$ cat src/rtl/clz_normalize_arbiter.sv
// clz_normalize_arbiter: round-robin shared two-stage leading-zero count and normalize unit
module clz_normalize_arbiter #(
    parameter int NUM_REQ = 4,
    parameter int W       = 32,
    parameter int TAG_W   = 4
) (
    input  logic                       clk,
    input  logic                       reset,
    input  logic [NUM_REQ-1:0]         req_valid,
    output logic [NUM_REQ-1:0]         req_ready,
    input  logic [NUM_REQ*W-1:0]       req_data,
    input  logic [NUM_REQ*TAG_W-1:0]   req_tag,
    output logic                       rsp_valid,
    input  logic                       rsp_ready,
    output logic [$clog2(NUM_REQ)-1:0] rsp_id,
    output logic [TAG_W-1:0]           rsp_tag,
    output logic [$clog2(W):0]         rsp_count,
    output logic [W-1:0]               rsp_norm,
    output logic                       rsp_zero,
    output logic                       busy
);
    localparam int IDW = $clog2(NUM_REQ);
    localparam int SW  = $clog2(W);

    logic             s1_valid_q, s1_valid_d, s2_valid_q, s2_valid_d;
    logic [IDW-1:0]   rr_ptr_q, rr_ptr_d, gnt_id, s1_id_q, s2_id_q;
    logic             gnt_any, s1_en, s1_adv, hs, zero, s2_zero_q;
    logic [W-1:0]     s1_data_q, s2_norm_q, shifted;
    logic [TAG_W-1:0] s1_tag_q, s2_tag_q;
    logic [SW-1:0]    cnt;
    logic [SW:0]      s2_count_q;

    // Descending scan so the nearest requester after rr_ptr wins; rr_ptr itself is last.
    always_comb begin
        gnt_any = 1'b0;
        gnt_id  = rr_ptr_q;
        for (int k = NUM_REQ; k >= 1; k--) begin
            if (req_valid[rr_ptr_q + IDW'(k)]) begin
                gnt_any = 1'b1;
                gnt_id  = rr_ptr_q + IDW'(k);
            end
        end
    end

    assign s1_adv     = s1_valid_q && (!s2_valid_q || rsp_ready);
    assign s1_en      = !s1_valid_q || s1_adv;
    assign hs         = gnt_any && s1_en && !reset;
    assign req_ready  = hs ? (NUM_REQ'(1) << gnt_id) : '0;
    assign s1_valid_d = hs || (s1_valid_q && !s1_adv);
    assign s2_valid_d = s1_adv || (s2_valid_q && !rsp_ready);
    assign rr_ptr_d   = hs ? gnt_id : rr_ptr_q;

    // Log2(W) levels: each level tests the top half-window and shifts it out when empty.
    always_comb begin
        shifted = s1_data_q;
        cnt     = '0;
        for (int l = SW - 1; l >= 0; l--) begin
            if ((shifted >> (W - (1 << l))) == '0) begin
                cnt[l]  = 1'b1;
                shifted = shifted << (1 << l);
            end
        end
    end

    assign zero = s1_data_q == '0;

    always_ff @(posedge clk or posedge reset) begin
        if (reset) begin
            s1_valid_q <= 1'b0;
            s2_valid_q <= 1'b0;
            rr_ptr_q   <= IDW'(NUM_REQ - 1);
        end else begin
            s1_valid_q <= s1_valid_d;
            s2_valid_q <= s2_valid_d;
            rr_ptr_q   <= rr_ptr_d;
        end
    end

    always_ff @(posedge clk) begin
        if (hs) begin
            s1_data_q <= req_data[gnt_id*W +: W];
            s1_tag_q  <= req_tag[gnt_id*TAG_W +: TAG_W];
            s1_id_q   <= gnt_id;
        end
        if (s1_adv) begin
            s2_norm_q  <= zero ? '0 : shifted;
            s2_count_q <= zero ? (SW+1)'(W) : {1'b0, cnt};
            s2_zero_q  <= zero;
            s2_tag_q   <= s1_tag_q;
            s2_id_q    <= s1_id_q;
        end
    end

    assign rsp_valid = s2_valid_q;
    assign rsp_id    = s2_id_q;
    assign rsp_tag   = s2_tag_q;
    assign rsp_count = s2_count_q;
    assign rsp_norm  = s2_norm_q;
    assign rsp_zero  = s2_zero_q;
    assign busy      = s1_valid_q | s2_valid_q;
endmodule

$ cat config.mk
export PLATFORM = sky130hd
export DESIGN_NAME = clz_normalize_arbiter
export DESIGN_NICKNAME = d
export VERILOG_FILES = /design/src/rtl/clz_normalize_arbiter.sv
export SDC_FILE = /design/constraint.sdc
export NUM_CORES = 1
export LEC_CHECK = 0
export ABC_AREA = 1
export BUFFER_PORTS_ARGS = -buffer_cell sky130_fd_sc_hd__buf_2
export CORE_ASPECT_RATIO = 0.7
export CORE_MARGIN = 2
export CORE_UTILIZATION = 56
export DETAILED_ROUTE_END_ITERATION = 16
export GPL_TIMING_DRIVEN = 0
export PLACE_DENSITY = 0.89
export SKIP_CTS_REPAIR_TIMING = 1
export SYNTH_ARGS = -nofsm -noshare
export SYNTH_HDL_FRONTEND = slang
export SYNTH_SLANG_ARGS = --single-unit
$ cat constraint.sdc
create_clock -name clk -period 6.1 [get_ports clk]
set_input_delay 1.22 -clock clk [delete_from_list [all_inputs] [get_ports clk]]
set_output_delay 1.22 -clock clk [all_outputs]
set_load 0.01 [all_outputs]
==> implementation parameters <==
Parameter                              Value

Run status
  Result of the run ... complete, no violations

GRT
  Maximum number of pins on one net before global-route repair ... 39
  Via count of the first global-routing pass ... 6172
  Initial antenna violation count ... 1
  Total congestion overflow after global routing ... 0
  Wire length of the first global-routing pass ... 29150 microns
  Total routing resource utilization after global routing ... 0.3118

Synth
  Post-synthesis sequential element count ... 86
  Synth top area cells ... sky130_fd_sc_hd__edfxtp_1 (40%), sky130_fd_sc_hd__nand2_1 (16%), sky130_fd_sc_hd__nand3_1 (12%), sky130_fd_sc_hd__inv_1 (6.3%), sky130_fd_sc_hd__a22oi_1 (4.4%)
  Most used standard cell by instance count after synthesis ... sky130_fd_sc_hd__nand2_1
  Most frequently used flop master after synthesis ... sky130_fd_sc_hd__edfxtp_1
  Share of synthesized registers carrying an async set or reset ... 0.04651
  Yosys warnings ... 0
  Leading post-synthesis cells by instance count ... sky130_fd_sc_hd__nand2_1 (270), sky130_fd_sc_hd__nand3_1 (151), sky130_fd_sc_hd__inv_1 (103)
  Cell count after synthesis ... 860
  Post-synth top area cell ... sky130_fd_sc_hd__edfxtp_1
  Net count after synthesis ... 1011
  Sequential share of the synthesized area ... 0.4166
  Portion of synthesized cell area occupied by the leading cell type ... 0.3999
  Post-synthesis instance area ... 6157 sq um
  Number of unique standard cell types used by synthesis ... 31
  Mean post-synth cell area ... 7.159 sq um
  Number of flops mapped to enable cells by yosys ... 82

STA
  Shortest clock period the worst path allows after layout ... 4.504 ns
  Clk_skew ... 0.01165 ns
  Tcrit/Tclk final ... 0.7384
  Worst hold slack across all endpoints ... 0.4198 ns
  Setup-violating endpoint count in the final report ... 0
  Transition time of the tightest slew-check pin ... 0.8214 ns
  Slack of the critical path ... 1.596 ns
  RSZ-0062 raised after global routing ... no
  Timing-limited maximum frequency ... 222.0 MHz
  Slew HR ... 0.4516
  Accumulated negative setup slack ... 0 ns
  Number of max-slew violations in the final report ... 0
  Fin. Hold Viols ... 0

Clocking
  Root Driver ... sky130_fd_sc_hd__clkbuf_16
  Number of sinks on the clock net ... 86
  Insertion delay of the later-clocked pin in the worst-skew pair ... 0.34 ns
  Max Buffers Root-to-Sink ... 2
  CTS tree ... built
  CTS Buf Count ... 9
  Reg clk slew, reported paths ... 0.07 ns
  CTS H-Tree Depth ... 3

Worst setup path
  Buffers plus inverters on the worst setup path ... 6
  CP peak stage delay ... 0.50 ns
  Nature of the critical path startpoint ... input pin
  Depth of the worst register-to-register path ... 17
  Critical path required time ... 4.88 ns
  Total stage count of the critical path ... 14
  Data arrival time of the critical path ... 3.28 ns
  Ordered list of cells on the worst path ... buf_2 > mux2i_1 > nor2_1 > inv_1 > nand2_1 > nand3_1 > nand2_1 > nand2_1 > nand2_1 > inv_1 > buf_2 > buf_1 > nor3_1 > buf_2
  Cell mode on critical path ... sky130_fd_sc_hd__nand2_1
  Capturing element type of the critical path ... output port
  Gate family responsible for the most delay along the worst path ... buffers and inverters
  Highest-delay cell along the critical path ... sky130_fd_sc_hd__buf_1
  Critical Setup Path Class ... in -> out
  Peak fanout along the critical path ... 10

Power
  Power density over cell area ... 725.7 nW/um^2
  Switching Fraction ... 0.5044
  Clock share of power ... 0.101
  Max VDD drop ... 504.5 uV
  Relative contribution of sequential cells to total power ... 0.237
  Share of power burned in combinational logic ... 0.662
  Pint ... 2.765 mW
  Power spent charging and discharging nets ... 2.814 mW
  Static Leakage ... 3.945 nW

Placement
  Total placed instance area ... 7380 sq um
  HPWL after detailed placement ... 14440 microns
  Placement Setup Slack ... 1.663 ns
  Placer's final routability congestion estimate ... 1.037
  Count of buffers from port buffering ... 201

Route
  Antenna-violating nets left ... 0
  Routed via count ... 6769
  Detailed-route vias per instance ... 5.517
  Iteration-0 DRC Markers ... 759
  Drt pass-1 iters ... 7
  Average wire per cell in the routed design ... 14.68 microns
  Wire length reported by the detailed router ... 18010 microns
  Remaining design rule violation count ... 0

Die
  Floorplan core area ... 10510 sq um
  Num ports ... 202
  Initial Utilization ... 0.5858
  Rows ... 31
  Die width ... 129.3 microns
  Die height ... 91.73 microns
  Area of the die ... 11860 sq um

Worst hold path
  Worst hold path stage count ... 0
  Worst min path class ... reg -> reg

Finish
  Number of fill cells in the layout ... 885
  Area overhead of the layout relative to synthesis ... 24.85%
  Design area ... 7687 sq um
  Share of cells above drive strength 1 ... 0.2662
  Net count of the finished layout ... 1224

Job
  Number of max-cap violations ... 0
## per-layer routing
| layer | routed length, microns | vias up | track usage |
|---|---|---|---|
| met3 | 1765 | 34 | 0.05076 |
| li1 | - | 3270 | - |
| met4 | 307 | 0 | 0.07337 |
| met1 | 7718 | 3089 | 0.4359 |
| met5 | 0 | - | 0 |
| met2 | 8219 | 376 | 0.5088 |
## stage by stage
step,std cells,power [mW],util
after global routing,1227,6.078,0.7313
after detailed placement,1210,4.932,0.7021
after global placement,1209,4.852,0.6991
after CTS,1226,5.508,0.7311
final,1227,5.578,0.7313
after floorplan,860,3.935,-
## state kept, by name (all words and copies together), names as in the netlist
| name | count |
|---|---|
| rsp_zero | 1 |
| rsp_count | 5 |
| s1_id_q | 2 |
| rsp_norm | 32 |
| s1_data_q | 32 |
| s1_tag_q | 4 |
| rsp_id | 2 |
| s1_valid_q | 1 |
| rr_ptr_q | 2 |
| rsp_tag | 4 |
| rsp_valid | 1 |
## area by class of cell
type	instances	area, sq um	share of cell area
antenna	1	2.502	0.0003255
buffer	56	336.6	0.04378
clock buffer	9	225.2	0.02930
clock inverter	7	80.08	0.01042
inverter	110	412.9	0.05371
multi-input combinational	608	2854	0.3713
sequential	86	2565	0.3337
tap	148	185.2	0.02409
timing repair buffer	202	1026	0.1335
## logic make-up (layout without fill, tap and decap cells)
family | Yosys count | after routing | synth area share
XOR/XNOR | 1 | 1 | 0.001423
flip-flops | 86 | 86 | 0.4166
AND/OR/NAND/NOR | 480 | 480 | 0.3367
AO/OA/AOI/OAI | 124 | 124 | 0.1187
other | 0 | 1 | 0
multiplexers | 3 | 3 | 0.004877
buffers and inverters | 166 | 384 | 0.1217
## power groups by stage
stage | Clock, mW | Sequential [mW] | Combinational, mW
5_1_grt | 0.586 | 1.35 | 4.14
3_5_place_dp | 0 | 1.33 | 3.60
2_1_floorplan | 0 | 1.39 | 2.54
4_1_cts | 0.567 | 1.32 | 3.62
6_report | 0.564 | 1.32 | 3.69
3_3_place_gp | 0 | 1.33 | 3.53
## layout by cell type, fill, tap and decap left out, drive strengths merged
cell / synthesis / final
o211ai: 1 / 1
o21bai: 5 / 5
buf: 45 / 247
mux2i: 3 / 3
a21oi: 5 / 5
nor2: 46 / 46
inv: 109 / 112
diode: 0 / 1
clkinvlp: 0 / 1
nand4: 1 / 1
nand2: 276 / 276
edfxtp: 82 / 82
o21ai: 76 / 76
a31oi: 1 / 1
bufinv: 0 / 1
nor3: 4 / 4
clkbuf: 11 / 20
nand3: 151 / 151
clkinv: 1 / 3
xor2: 1 / 1
a22oi: 36 / 36
dfrtp: 2 / 2
dfstp: 2 / 2
or2: 2 / 2
## final timing paths
check | start | to | slack [ns]
max in group asynchronous | reset | rr_ptr_q[1]$_DFFE_PP1P_ | 5.09
worst min register to register | s1_tag_q[1]$_DFFE_PP_ | rsp_tag[1]$_DFFE_PP_ | 0.42
min in group asynchronous | reset | s1_valid_q$_DFF_PP0_ | 0.77
worst min-delay path | s1_tag_q[1]$_DFFE_PP_ | rsp_tag[1]$_DFFE_PP_ | 0.42
worst max-delay path | req_valid[0] | req_ready[3] | 1.60
worst max register to register | s1_data_q[21]$_DFFE_PP_ | rsp_norm[3]$_SDFFCE_PP0P_ | 3.03
No activity file was read; power rests on OpenSTA's default activity.
